File: src/rtl/series_sequencer.sv
// Control sequencer for the iterative series-evaluation datapath: arm, init,
// bounded term accumulation, multi-cycle finalise, and a done/ack result hold.
module series_sequencer #(
  parameter int TERM_W       = 4,
  parameter int MAX_TERMS    = 8,
  parameter int FINAL_CYCLES = 1,
  localparam int FC_W        = $clog2(FINAL_CYCLES + 1)
) (
  input  logic              clk,
  input  logic              reset,
  input  logic              start,
  input  logic              stop,
  input  logic              abort,
  input  logic              ack,
  output logic [2:0]        state,
  output logic              init_en,
  output logic              accum_en,
  output logic              final_en,
  output logic [TERM_W-1:0] term_idx,
  output logic              busy,
  output logic              done,
  output logic              overrun
);

  typedef enum logic [2:0] {
    S_IDLE  = 3'd0,
    S_ARM   = 3'd1,
    S_INIT  = 3'd2,
    S_ACCUM = 3'd3,
    S_FINAL = 3'd4,
    S_DONE  = 3'd5
  } state_e;

  localparam logic [TERM_W-1:0] LAST_TERM = TERM_W'(MAX_TERMS - 1);
  localparam logic [FC_W-1:0]   FC_LOAD   = FC_W'(FINAL_CYCLES);

  state_e            state_q;
  logic [TERM_W-1:0] term_q;
  logic              ovr_q;
  logic [FC_W-1:0]   fcnt_q;

  always_ff @(posedge clk) begin
    if (reset) begin
      state_q <= S_IDLE;
      term_q  <= '0;
      ovr_q   <= 1'b0;
      fcnt_q  <= '0;
    end else if (abort && state_q != S_IDLE) begin
      state_q <= S_IDLE;
      ovr_q   <= 1'b0;
      fcnt_q  <= '0;
    end else begin
      case (state_q)
        S_IDLE:  if (start) state_q <= S_ARM;
        S_ARM:   if (!start) state_q <= S_INIT;
        S_INIT: begin
          term_q  <= '0;
          ovr_q   <= 1'b0;
          state_q <= S_ACCUM;
        end
        S_ACCUM: begin
          // stop outranks the term limit, so a stop on the last term is not an overrun
          if (stop) begin
            state_q <= S_FINAL;
            fcnt_q  <= FC_LOAD;
          end else if (term_q == LAST_TERM) begin
            state_q <= S_FINAL;
            fcnt_q  <= FC_LOAD;
            ovr_q   <= 1'b1;
          end else begin
            term_q <= term_q + 1'b1;
          end
        end
        S_FINAL: begin
          if (fcnt_q <= FC_W'(1)) begin
            state_q <= S_DONE;
            fcnt_q  <= '0;
          end else begin
            fcnt_q <= fcnt_q - 1'b1;
          end
        end
        S_DONE:  if (ack) state_q <= S_IDLE;
        default: state_q <= S_IDLE;
      endcase
    end
  end

  assign state    = state_q;
  assign init_en  = (state_q == S_INIT);
  assign accum_en = (state_q == S_ACCUM);
  assign final_en = (state_q == S_FINAL);
  assign term_idx = term_q;
  assign busy     = (state_q == S_ARM) || (state_q == S_INIT) ||
                    (state_q == S_ACCUM) || (state_q == S_FINAL);
  assign done     = (state_q == S_DONE);
  assign overrun  = ovr_q;

endmodule

File: config.mk
export PLATFORM = sky130hd
export DESIGN_NAME = series_sequencer
export DESIGN_NICKNAME = d
export VERILOG_FILES = /design/src/rtl/series_sequencer.sv
export SDC_FILE = /design/constraint.sdc
export NUM_CORES = 1
export LEC_CHECK = 0
export BUFFER_PORTS_ARGS = -buffer_cell sky130_fd_sc_hd__clkbuf_2
export CAP_MARGIN = 40
export CORE_MARGIN = 1.5
export CORE_UTILIZATION = 25
export DETAILED_ROUTE_END_ITERATION = 8
export REMOVE_ABC_BUFFERS = 1
export SLEW_MARGIN = 20
export SYNTH_ARGS = -nofsm -noshare
export SYNTH_HDL_FRONTEND = slang
export SYNTH_SLANG_ARGS = --single-unit
File: constraint.sdc
create_clock -name clk -period 2.6 [get_ports clk]
set_input_delay 0.39 -clock clk [delete_from_list [all_inputs] [get_ports clk]]
set_output_delay 0.39 -clock clk [all_outputs]
set_load 0.02 [all_outputs]
==> summary by stage, run 1 <==
Run status
The flow ran to the end, and the final reports show no timing, DRC or antenna violations.

Clock network
The total clock buffers created by CTS is 3. Counting every sink on the clock net gives 8. CTS built an H-tree with a depth of 1.

In this run the deepest clock path goes through 2 buffers. The buffer count from post-CTS setup fixing is 0. The clock latency reported for the late side of the worst-skew pair is ~0.26 ns. The clock tree from TritonCTS is yes. The root buffer cell is sky130_fd_sc_hd__clkbuf_4.

After clock tree synthesis, the flow added hold-fix buffers numbering 0. Clock-pin slew was measured on the worst setup and hold paths at ~0.060 ns. Gates resized during post-CTS repair numbered 0.

STA
The final clock skew is around 0.0097 ns. The remaining max-slew budget at the tightest pin is 0.670. The total count of hold-check failures in the final report was 0. Static timing analysis puts the maximum clock frequency at 566 MHz. The number of slew-limit violations in the final report is 0. The total negative slack is 0 ns. The measured slew at the worst slew-check pin is 0.494 ns. The worst hold slack is about 0.38 ns. Dividing the final minimum period by the clock period gives 0.680.

Subtracting the final worst setup slack from the clock period gives 1.77 ns. Setup violations remaining at the end of the flow were counted as 0. Setup repair after global routing left no endpoint under its margin. The worst path meets setup with 0.833 ns of slack.

Layout
Excluding fillers, the count of instances in the completed layout stands at 110. The count of filler cells inserted in the layout is about 220. In the final layout, the share of cells above drive strength 1 is 0.301. 0 antenna diodes ended up in the layout. Leaving out fill and tap cells, the most frequent cell in the layout is sky130_fd_sc_hd__clkbuf_2. The final layout contains 92 nets. The post-layout instance area is 663 µm².

In the layout the commonest cells are sky130_fd_sc_hd__clkbuf_2, sky130_fd_sc_hd__nor2_1, sky130_fd_sc_hd__dfxtp_1. The core utilization of the finished layout is 0.335. The area growth from synthesis to layout is 25.3%.

Place
The worst slack after detailed placement is 0.967 ns. The global placement routability congestion is between 0.8 and 0.9. The wire-length estimate of the detail-placed layout is just under 1 mm. The count of buffers added on input and output ports is 18. The total placed cells including tap cells is ~110. The cell area after placement is roughly 640 µm².

Route
In this run, the number of DRC markers left after iteration 0 of detailed routing was 7. The final layout contains routed wiring with a total length of 1.24 mm. The detail route stage leaves a number of antenna-violating nets equal to 0. Using the TritonRoute via totals, the vias-per-cell ratio works out to 4.90. The iteration count of the initial detailed-routing pass is 4. The routed layout has between 500 and 600 vias. The per-cell routed wire length is 11.3 µm. The residual DRC count is 0.

Min path
The path with the worst hold slack has its endpoint at state[2]$_SDFFE_PP0P_. The type of the tightest min-delay check is in2reg. The number of instances on the worst hold path is 2. In this run the most critical hold path is launched from abort.

Setup path
The required time of the critical path is 2.21 ns. The category of the worst setup path capture point is an output port. The end of the worst register-to-register path is term_idx[3]$_SDFFE_PP0P_. The startpoint-to-endpoint class of the critical path is reg2out.

Counting cells, the worst reg-to-reg path comes to 4. The nature of the critical path startpoint is a flop. In this run the worst path has a maximum fanout of 12. The setup check on the worst reg-to-reg path leaves a slack of ~0.95 ns. In this run the critical register-to-register path is launched from state[1]$_SDFFE_PP0P_. STA puts the critical path data arrival time at roughly 1.4 ns.

Power and ir drop
Summed over all nets, the switching power comes to approximately 0.090 mW. The worst-case vdd ir drop is about 0.00018 V. Internal power comes to just over 0.2 mW. For this design the static power due to leakage is 0.319 nW. Power spread over the standard cell area amounts to ~440 nW/µm².

Of the total power, registers draw 0.470. Of the total power, the share spent switching nets is 0.308. The share of total power dissipated in combinational logic is 0.188. The design draws around 0.29 mW. The clock power share is 0.342.

Logic synthesis
The count of warnings emitted by yosys is 0. The share of synthesized area occupied by flip-flops and latches is 0.303. Summing every instance area after synthesis gives between 500 and 600 µm². The per-instance average area after synthesis is between 8 and 9 µm². The flip-flop and latch count after synthesis is 8.

After technology mapping, the gate count stands at 64. The number of different library cells in the post-synthesis netlist is 32.

Floorplan
Row generation in the floorplan step produced 16 rows. The die is 49.0 µm wide. The initial utilization of the core area, before any placement, comes to 0.267.

The floorplan die area is 2400 µm². The number of top-level design ports is 19. The overall die height is between 40 and 50 µm. The floorplan step defined a core boundary enclosing just under 2000 µm².

Global routing
The number of antenna violations at the first check in global routing was 0. The global-route usage over all layers is 0.115. The total global routing overflow is 0. The first global-routing pass estimated 2.06 mm of wire.

The maximum number of pins on one net before global-route repair is 15. The number of global-route vias before repair was around 460.

Run
The tool flagged a number of max-cap violations equal to 0.
Yosys cell counts:
library cell	number	area, µm²
sky130_fd_sc_hd__a2111oi_2	1	15.0
sky130_fd_sc_hd__a211o_1	1	8.76
sky130_fd_sc_hd__a211oi_1	1	7.51
sky130_fd_sc_hd__a21o_1	1	7.51
sky130_fd_sc_hd__a21oi_1	7	35.0
sky130_fd_sc_hd__a22oi_1	1	7.51
sky130_fd_sc_hd__a32oi_1	1	8.76
sky130_fd_sc_hd__a41oi_1	1	8.76
sky130_fd_sc_hd__and2_1	2	12.5
sky130_fd_sc_hd__and3b_1	1	8.76
sky130_fd_sc_hd__buf_2	1	5.00
sky130_fd_sc_hd__buf_4	1	7.51
sky130_fd_sc_hd__dfxtp_1	8	160
sky130_fd_sc_hd__ha_1	1	12.5
sky130_fd_sc_hd__inv_1	4	15.0
sky130_fd_sc_hd__mux2i_1	1	10.0
sky130_fd_sc_hd__nand2_1	2	7.51
sky130_fd_sc_hd__nand2b_1	2	12.5
sky130_fd_sc_hd__nand3_1	1	5.00
sky130_fd_sc_hd__nand3b_1	2	15.0
sky130_fd_sc_hd__nand3b_4	1	20.0
sky130_fd_sc_hd__nor2_1	9	33.8
sky130_fd_sc_hd__nor3_1	4	20.0
sky130_fd_sc_hd__nor3b_2	1	12.5
sky130_fd_sc_hd__nor4_1	2	12.5
sky130_fd_sc_hd__o2111a_1	1	11.3
sky130_fd_sc_hd__o211ai_2	1	12.5
sky130_fd_sc_hd__o21ai_0	1	5.00
sky130_fd_sc_hd__o22a_1	1	8.76
sky130_fd_sc_hd__or2b_1	1	7.51
sky130_fd_sc_hd__or3_1	1	6.26
sky130_fd_sc_hd__xor2_1	1	8.76
flip-flops by register name, indices dropped and copies added (netlist names):
| name | cells |
|---|---|
| overrun | 1 |
| state | 3 |
| term_idx | 4 |
worst max path at each step:
stage	startpoint	end	slack (ns)	depth (start not counted)
6_report	state[0]$_SDFFE_PP0P_	init_en	0.83	3
4_1_cts	state[0]$_SDFFE_PP0P_	init_en	0.84	3
3_5_place_dp	state[1]$_SDFFE_PP0P_	term_idx[3]$_SDFFE_PP0P_	0.97	4
2_1_floorplan	state[1]$_SDFFE_PP0P_	term_idx[3]$_SDFFE_PP0P_	1.01	4
3_3_place_gp	state[1]$_SDFFE_PP0P_	term_idx[3]$_SDFFE_PP0P_	1.01	4
5_1_grt	state[0]$_SDFFE_PP0P_	init_en	0.74	3
metal layers:
metal  GRT usage  vias to the layer above  share of wire
li1            -                      278              -
met1       0.136                      243           0.47
met2       0.169                       16           0.46
met3      0.0613                        2          0.063
met4      0.0571                        0         0.0072
met5           0                        -              0
layout make-up:
type / instances / area [µm²] / share of cell area
multi-input cells: 50 / 342 / 0.515
repair buffers: 18 / 90.1 / 0.136
flip-flops and latches: 8 / 160 / 0.242
clock buffers: 3 / 22.5 / 0.0340
well taps: 27 / 33.8 / 0.0509
inverters: 4 / 15.0 / 0.0226
critical path, cell delays in order (launching register included):
cell,delay [ns]
sky130_fd_sc_hd__dfxtp_1,0.61
sky130_fd_sc_hd__nor2_1,0.14
sky130_fd_sc_hd__and2_1,0.21
sky130_fd_sc_hd__clkbuf_2,0.16
power groups by stage:
stage	logic, mW	clock network (mW)	registers, mW
2_1_floorplan	0.0333	0	0.140
3_3_place_gp	0.0543	0	0.138
3_5_place_dp	0.0551	0	0.139
4_1_cts	0.0552	0.106	0.136
5_1_grt	0.0610	0.114	0.137
6_report	0.0548	0.0994	0.137
kinds of logic after synthesis:
group           Yosys count  share of synthesized area
compound gates           18                      0.258
flops                     8                      0.303
mux                       1                     0.0189
simple gates             29                      0.329
buf+inv                   6                     0.0520
fa+ha+maj                 1                     0.0236
xor+xnor                  1                     0.0166
Note: power is estimated with default switching activity, not from simulation.
==> run 2: changes to the inputs <==
Clock period 2.6 ns to 1.75 ns, I/O delays scaled along.
==> run 2 against run 1 <==
Effect of this change: combinational power increased by 61%; worst setup slack worse by 0.74 ns; total power up 50%; first-iteration DRC count down 29%; die area did not move; critical path depth unchanged; sequential power up 45%; clock power increased by 50%; worst hold slack lost 0.13 ns; flip-flop and latch count is the same; sequential share of layout area fell by 0.53 points; register-to-register slack worse by 0.75 ns; critical path type unchanged; largest power group unchanged.
==> summary by stage, run 2 (synthesis gave the netlist of run 1 again) <==
Run status
The run finished with clean final reports.

Setup path
Tracing the worst setup path back leads to its startpoint at state[0]$_SDFFE_PP0P_. STA puts the critical path data required time at between 1 and 1.5 ns. STA classifies the critical path startpoint as a flop. In this run the worst setup path terminates at init_en. Across all register-to-register paths, the minimum setup slack is around 0.2 ns.

The path depth of the worst reg2reg path is 4. The worst setup path is of the reg2out kind. At the worst endpoint, the arrival time is 1.39 ns. The end of the worst register-to-register path is state[0]$_SDFFE_PP0P_.

The top fanout value on the critical path is 12. The reg-to-reg startpoint is state[0]$_SDFFE_PP0P_. STA classifies the critical path endpoint as an output port.

STA
For the pin with the worst max-slew slack, the measured transition is 0.469 ns. The clock period minus final worst setup slack is about 1.7 ns. The number of slew-limit violations in the final report came to 0. The total count of hold-check failures in the final report is 0.

Setup repair after global routing left no endpoint under its margin. On the final layout, the worst clock skew is 0.00755 ns. The final number of setup-violating endpoints is 0. After layout, the worst setup slack is 0.0926 ns.

The portion of the clock cycle consumed by the worst path in the final layout is 0.947. In this run the tightest slew margin relative to its limit is 0.687. The fmax is about 600 MHz. The total negative slack is 0 ns.

Clock network
Once the clock tree was built, the setup fixing pass inserted 0 buffers. In this run the deepest clock path goes through 2 buffers. The clock tree from TritonCTS is yes. In this run the number of H-tree levels came out at 1. The later pin in the worst-skew pair is clocked with a latency of approximately 0.26 ns. The root buffer cell chosen for the clock tree is sky130_fd_sc_hd__clkbuf_4.

After clock tree synthesis, the clock-pin slew on the worst setup and hold paths is around 0.06 ns. The number of buffers inserted by hold repair at cts is 0. The tree built by TritonCTS fans out to 8 sinks.

The total clock buffers created by CTS is 3. Once the clock tree was built, the resizer swapped 0 gates to a different size.

Power and ir drop
The static leakage is 0.328 nW. Across the VDD grid, the largest voltage drop is approximately 0.00035 V. Dividing total power by cell area gives a power density of roughly 640 nW/µm².

Route
The iteration count of the initial detailed-routing pass is 2. The number of routed nets with antenna violations is 0. The average via count per standard cell is 4.83. In the routed design, unresolved DRC markers number 0. The violation count after the first detailed-routing iteration is 5.

The per-cell routed wire length is about 11 µm. Across all layers, the routed design uses ~540 vias. The final layout contains routed wiring with a total length of between 1 and 1.5 mm.

Layout
The area growth from synthesis to layout is 28.1%. The most frequent standard cell in the layout excluding fill and tap cells is sky130_fd_sc_hd__clkbuf_2. The register with the most flip-flops in the layout has 4 of them.

The final-stage net count is 94. In the final layout, the share of cells above drive strength 1 is 0.318. 0 antenna diodes ended up in the layout. The top cell types in the final layout, fill and taps aside, are sky130_fd_sc_hd__clkbuf_2, sky130_fd_sc_hd__nor2_1, sky130_fd_sc_hd__dfxtp_1.

Global routing
The number of global-route vias before repair came to around 470. The first global-routing pass estimated between 2 and 2.5 mm of wire. After global routing the overflow that remains totals 0. The number of antenna violations at the first check in global routing is 0.

The maximum number of pins on one net before global-route repair is 13. The met1 global-route usage is 0.141. In this run the most used layer during global routing was met2. The global-route usage over all layers is 0.116.

For met3 alone, demand over resource in global routing was 0.0583. For this run, global-route usage on met2 was measured as 0.174.

Run
The number of maximum-capacitance constraint violations is 0.

Floorplan
Measured along the y axis, the die boundary spans 49.0 µm. In this run the core area contains 16 standard-cell rows. The number of top-level design ports is 19. The die covers 2400 µm². The starting utilization of the core area is 0.267. After floorplanning, the core was sized to cover about 2000 µm².

The die is slightly below 50 µm wide.

Place
The quantity of I/O buffers inserted on ports is 18. At the end of routability-driven placement, the weighted congestion stood at slightly above 0.8. Summed over all nets, the half-perimeter wirelength after detailed placement is roughly 970 µm.

OpenSTA, run right after detailed placement, puts the worst setup slack at approximately 0.23 ns.

Min path
The type of the tightest min-delay check is in2reg. The worst hold path passes through 2 cells.
run 2: cell types whose count changed in the layout (fill, tap and decap cells not counted):
cell,change
sky130_fd_sc_hd__buf_4,+2
run 2: worst min path at each step:
stage	startpoint	slack, ns	to
final	abort	0.25	state[2]$_SDFFE_PP0P_
after global routing	abort	0.25	state[2]$_SDFFE_PP0P_
after CTS	abort	0.25	state[2]$_SDFFE_PP0P_
after detailed placement	term_idx[0]$_SDFFE_PP0P_	0.51	term_idx[0]$_SDFFE_PP0P_
after global placement	term_idx[0]$_SDFFE_PP0P_	0.48	term_idx[0]$_SDFFE_PP0P_
after floorplan	reset	0.33	state[2]$_SDFFE_PP0P_
run 2: layer usage:
metal,share of wire,routed length [µm]
met2,0.46,584
met5,0,0
met3,0.069,87
met1,0.46,584
met4,0.0071,9
run 2: report_power, final:
group | internal [mW] | leakage (nW) | total, mW | switching [mW]
sequential | 0.187 | 0.0647 | 0.199 | 0.0123
combinational | 0.0355 | 0.250 | 0.0885 | 0.0530
clock | 0.0789 | 0.0138 | 0.149 | 0.0696
run 2: layout make-up:
class                      instances  area [µm²]
clock buffer                       3        22.5
fill                             221        1300
inverter                           4        15.0
multi-input combinational         50         342
sequential                         8         160
tap                               27        33.8
timing repair buffer              20         105
run 2: metrics by stage:
step | hold WS [ns] | utilization | instances | instance area, µm² | power [mW]
after floorplan | 0.331 | - | 62 | 517 | 0.258
after global placement | 0.482 | 0.331 | 109 | 656 | 0.289
after detailed placement | 0.506 | 0.331 | 109 | 656 | 0.291
after CTS | 0.247 | 0.342 | 112 | 678 | 0.442
after global routing | 0.246 | 0.342 | 112 | 678 | 0.460
final | 0.249 | 0.342 | 112 | 678 | 0.436
run 2: critical path: stages (launching register included):
cell                       delay (ns)
sky130_fd_sc_hd__dfxtp_1         0.61
sky130_fd_sc_hd__nor2_1          0.15
sky130_fd_sc_hd__and2_1          0.21
sky130_fd_sc_hd__clkbuf_2        0.16
==> run 3: changes to the inputs <==
Settings changed: BUFFER_PORTS_ARGS -buffer_cell sky130_fd_sc_hd__clkbuf_2 to default, DONT_BUFFER_PORTS from default to 1.
==> run 3 against run 2 <==
Effect of this change: sequential power hardly changed; clock-buffer cell count stayed put; wire length shrank 2.7%; global-route usage fell by 0.11 points; die area unchanged; critical path depth unchanged; clock power decreased by 6%; critical path type unchanged.
==> summary by stage, run 3 (synthesis gave the netlist of run 1 again) <==
Run status
The run finished with clean final reports.

Clock network
The root buffer cell chosen for the clock tree is sky130_fd_sc_hd__clkbuf_4. Once the clock tree was built, the setup fixing pass inserted 0 buffers. Clock tree synthesis found a total of 8 sinks. At the later pin of the worst-skew pair, clock insertion delay measures approximately 0.25 ns. In this run the number of H-tree levels came out at 1. In this run, post-CTS repair resized a total of 0 instances. In this run, CTS created clock tree buffers numbering 3.

The number of buffers inserted by hold repair at cts is 0. TritonCTS built the clock tree. After clock tree synthesis, the clock-pin slew on the worst setup and hold paths is around 0.05 ns.

The clock passes through at most 2 buffers.

Place
Prior to clock tree synthesis, the placed netlist has a worst setup slack of roughly 0.36 ns. After legalization and detailed placement, the total HPWL measured about 990 µm. The quantity of I/O buffers inserted on ports is 0. The global placement routability congestion is approximately 0.79. Including well taps, the total number of placed cells is around 100. The placed instances occupy a cell area of slightly above 600 µm².

STA
The total count of hold-check failures in the final report was 0. For the final routed database, the setup TNS stands at 0 ns. Setup violations remaining at the end of the flow were counted as 0.

Setup repair after global routing left no endpoint under its margin. The clock period minus final worst setup slack is ~1.7 ns. Headroom to the max-slew limit came out at 0.742. The number of slew-limit violations in the final report came to 0. The final clock skew is ~0.004 ns. Of the available clock period, the critical path in the final layout requires 0.953.

The measured slew at the worst slew-check pin is roughly 0.39 ns. The fmax is about 600 MHz. The worst setup slack after layout is roughly 0.083 ns.

Run
The number of maximum-capacitance constraint violations is 0.

Layout
The register with the most flip-flops in the layout has 4 of them. The number of antenna diodes in the final layout is 0. The post-layout instance area is approximately 640 µm². Compared with the post-synthesis result, the final layout area differs by 21.0%.

Measured on the finished design, the core utilization comes to 0.323. Leaving out fill and tap cells, the most frequent cells in the layout are sky130_fd_sc_hd__nor2_1, sky130_fd_sc_hd__buf_4, sky130_fd_sc_hd__dfxtp_1. The final-stage net count is between 80 and 90. The fraction of final layout cells sized beyond drive strength 1 is 0.216.

Once layout is complete, the cells apart from fillers number between 100 and 150.

Floorplan
The starting utilization of the core area is 0.267. The floorplan die area is 2400 µm². The standard-cell row count is 16. Measured along the y axis, the die boundary spans just under 50 µm. The x dimension of the die is around 50 µm.

The region available for standard cell placement spans between 1500 and 2000 µm². 19 I/O pins were placed.

Route
Detailed routing inserted a total of 500 vias. In the routed layout, each cell is associated on average with a via count of 4.95. The iteration count of the initial detailed-routing pass is 2. Once detail routing completed, the nets flagged for antenna violations numbered 0. The wire length reported by the detailed router is roughly 1.2 mm. The residual DRC count is 0. The violation count after the first detailed-routing iteration is 7. The per-cell routed wire length is roughly 12 µm.

Global routing
The number of global-route vias before repair is between 400 and 500. The global-route usage over all layers is 0.114. The number of antenna violations at the first check in global routing is 0. The layer flagged by global routing as most heavily used is met2. The first global-routing pass estimated approximately 2.1 mm of wire.

The met1 global-route usage is 0.151. Entering global routing, the biggest net connects 13 pins. For this run, global-route usage on met3 was measured as 0.0583. The total global routing overflow is 0. For met2 alone, demand over resource in global routing was 0.158.

Setup path
In this run the critical register-to-register path is launched from term_idx[3]$_SDFFE_PP0P_. The startpoint-to-endpoint class of the critical path is reg2out. The critical path starts at state[0]$_SDFFE_PP0P_. The worst setup path is captured at an output port. Data on the critical path is required at its endpoint by 1.49 ns.

At the worst endpoint, the arrival time is approximately 1.4 ns. For the worst flop-to-flop path, the logic depth is 5. The worst register-to-register path has a setup slack of 0.33 ns. Of all nets on the critical path, the largest fanout is 7.

The timing endpoint of the critical path is busy. In this run the critical register-to-register path is captured at state[0]$_SDFFE_PP0P_. The worst setup path is launched from a flop.

Min path
The type of the tightest min-delay check is in2reg. The number of instances on the worst hold path is 1.

Power and ir drop
The worst-case vdd ir drop is approximately 0.00045 V. Summed over all cells, the static leakage comes to between 0.2 and 0.3 nW. The power density normalized to cell area is between 600 and 700 nW/µm².
[run 3: cell types whose count changed in the layout (fill, tap and decap cells not counted), sizes merged]
cell    before  now
clkbuf      21    3
buf          2    9
[run 3: metal layers]
metal	up-vias	wire length, µm
met3	2	114
met2	19	532
met1	225	575
li1	254	-
met4	0	9
met5	-	0
[run 3: how the worst min path moves through the flow]
stage | startpoint | to | slack (ns)
after floorplan | reset | state[2]$_SDFFE_PP0P_ | 0.33
after global placement | reset | state[2]$_SDFFE_PP0P_ | 0.34
after detailed placement | reset | state[2]$_SDFFE_PP0P_ | 0.34
after CTS | reset | state[2]$_SDFFE_PP0P_ | 0.06
after global routing | reset | state[2]$_SDFFE_PP0P_ | 0.06
final | reset | state[2]$_SDFFE_PP0P_ | 0.07
[run 3: layout make-up]
| cell class | instances | area [µm²] |
|---|---|---|
| Fill cell | 209 | 1340 |
| Sequential cell | 8 | 160 |
| Clock buffer | 3 | 22.5 |
| Multi-Input combinational cell | 50 | 342 |
| Tap cell | 27 | 33.8 |
| Timing Repair Buffer | 9 | 67.6 |
| Inverter | 4 | 15.0 |
[run 3: critical path, cell delays in order, from the launching register on]
cell and delay, ns:
sky130_fd_sc_hd__dfxtp_1 0.51, sky130_fd_sc_hd__buf_4 0.24, sky130_fd_sc_hd__nor3_1 0.08, sky130_fd_sc_hd__nor2_1 0.32
[run 3: report_power, final]
group / total (mW) / internal [mW] / switching [mW] / leakage, nW
Sequential: 0.196 / 0.187 / 0.00918 / 0.0647
Combinational: 0.0776 / 0.0306 / 0.0470 / 0.208
Clock: 0.140 / 0.0784 / 0.0616 / 0.0138
Total: 0.413 / 0.296 / 0.118 / 0.287
[run 3: per-stage QoR]
step | hold slack [ns] | total power, mW
2_1_floorplan | 0.331 | 0.258
3_3_place_gp | 0.335 | 0.276
3_5_place_dp | 0.336 | 0.277
4_1_cts | 0.0642 | 0.419
5_1_grt | 0.0586 | 0.438
6_report | 0.0711 | 0.413
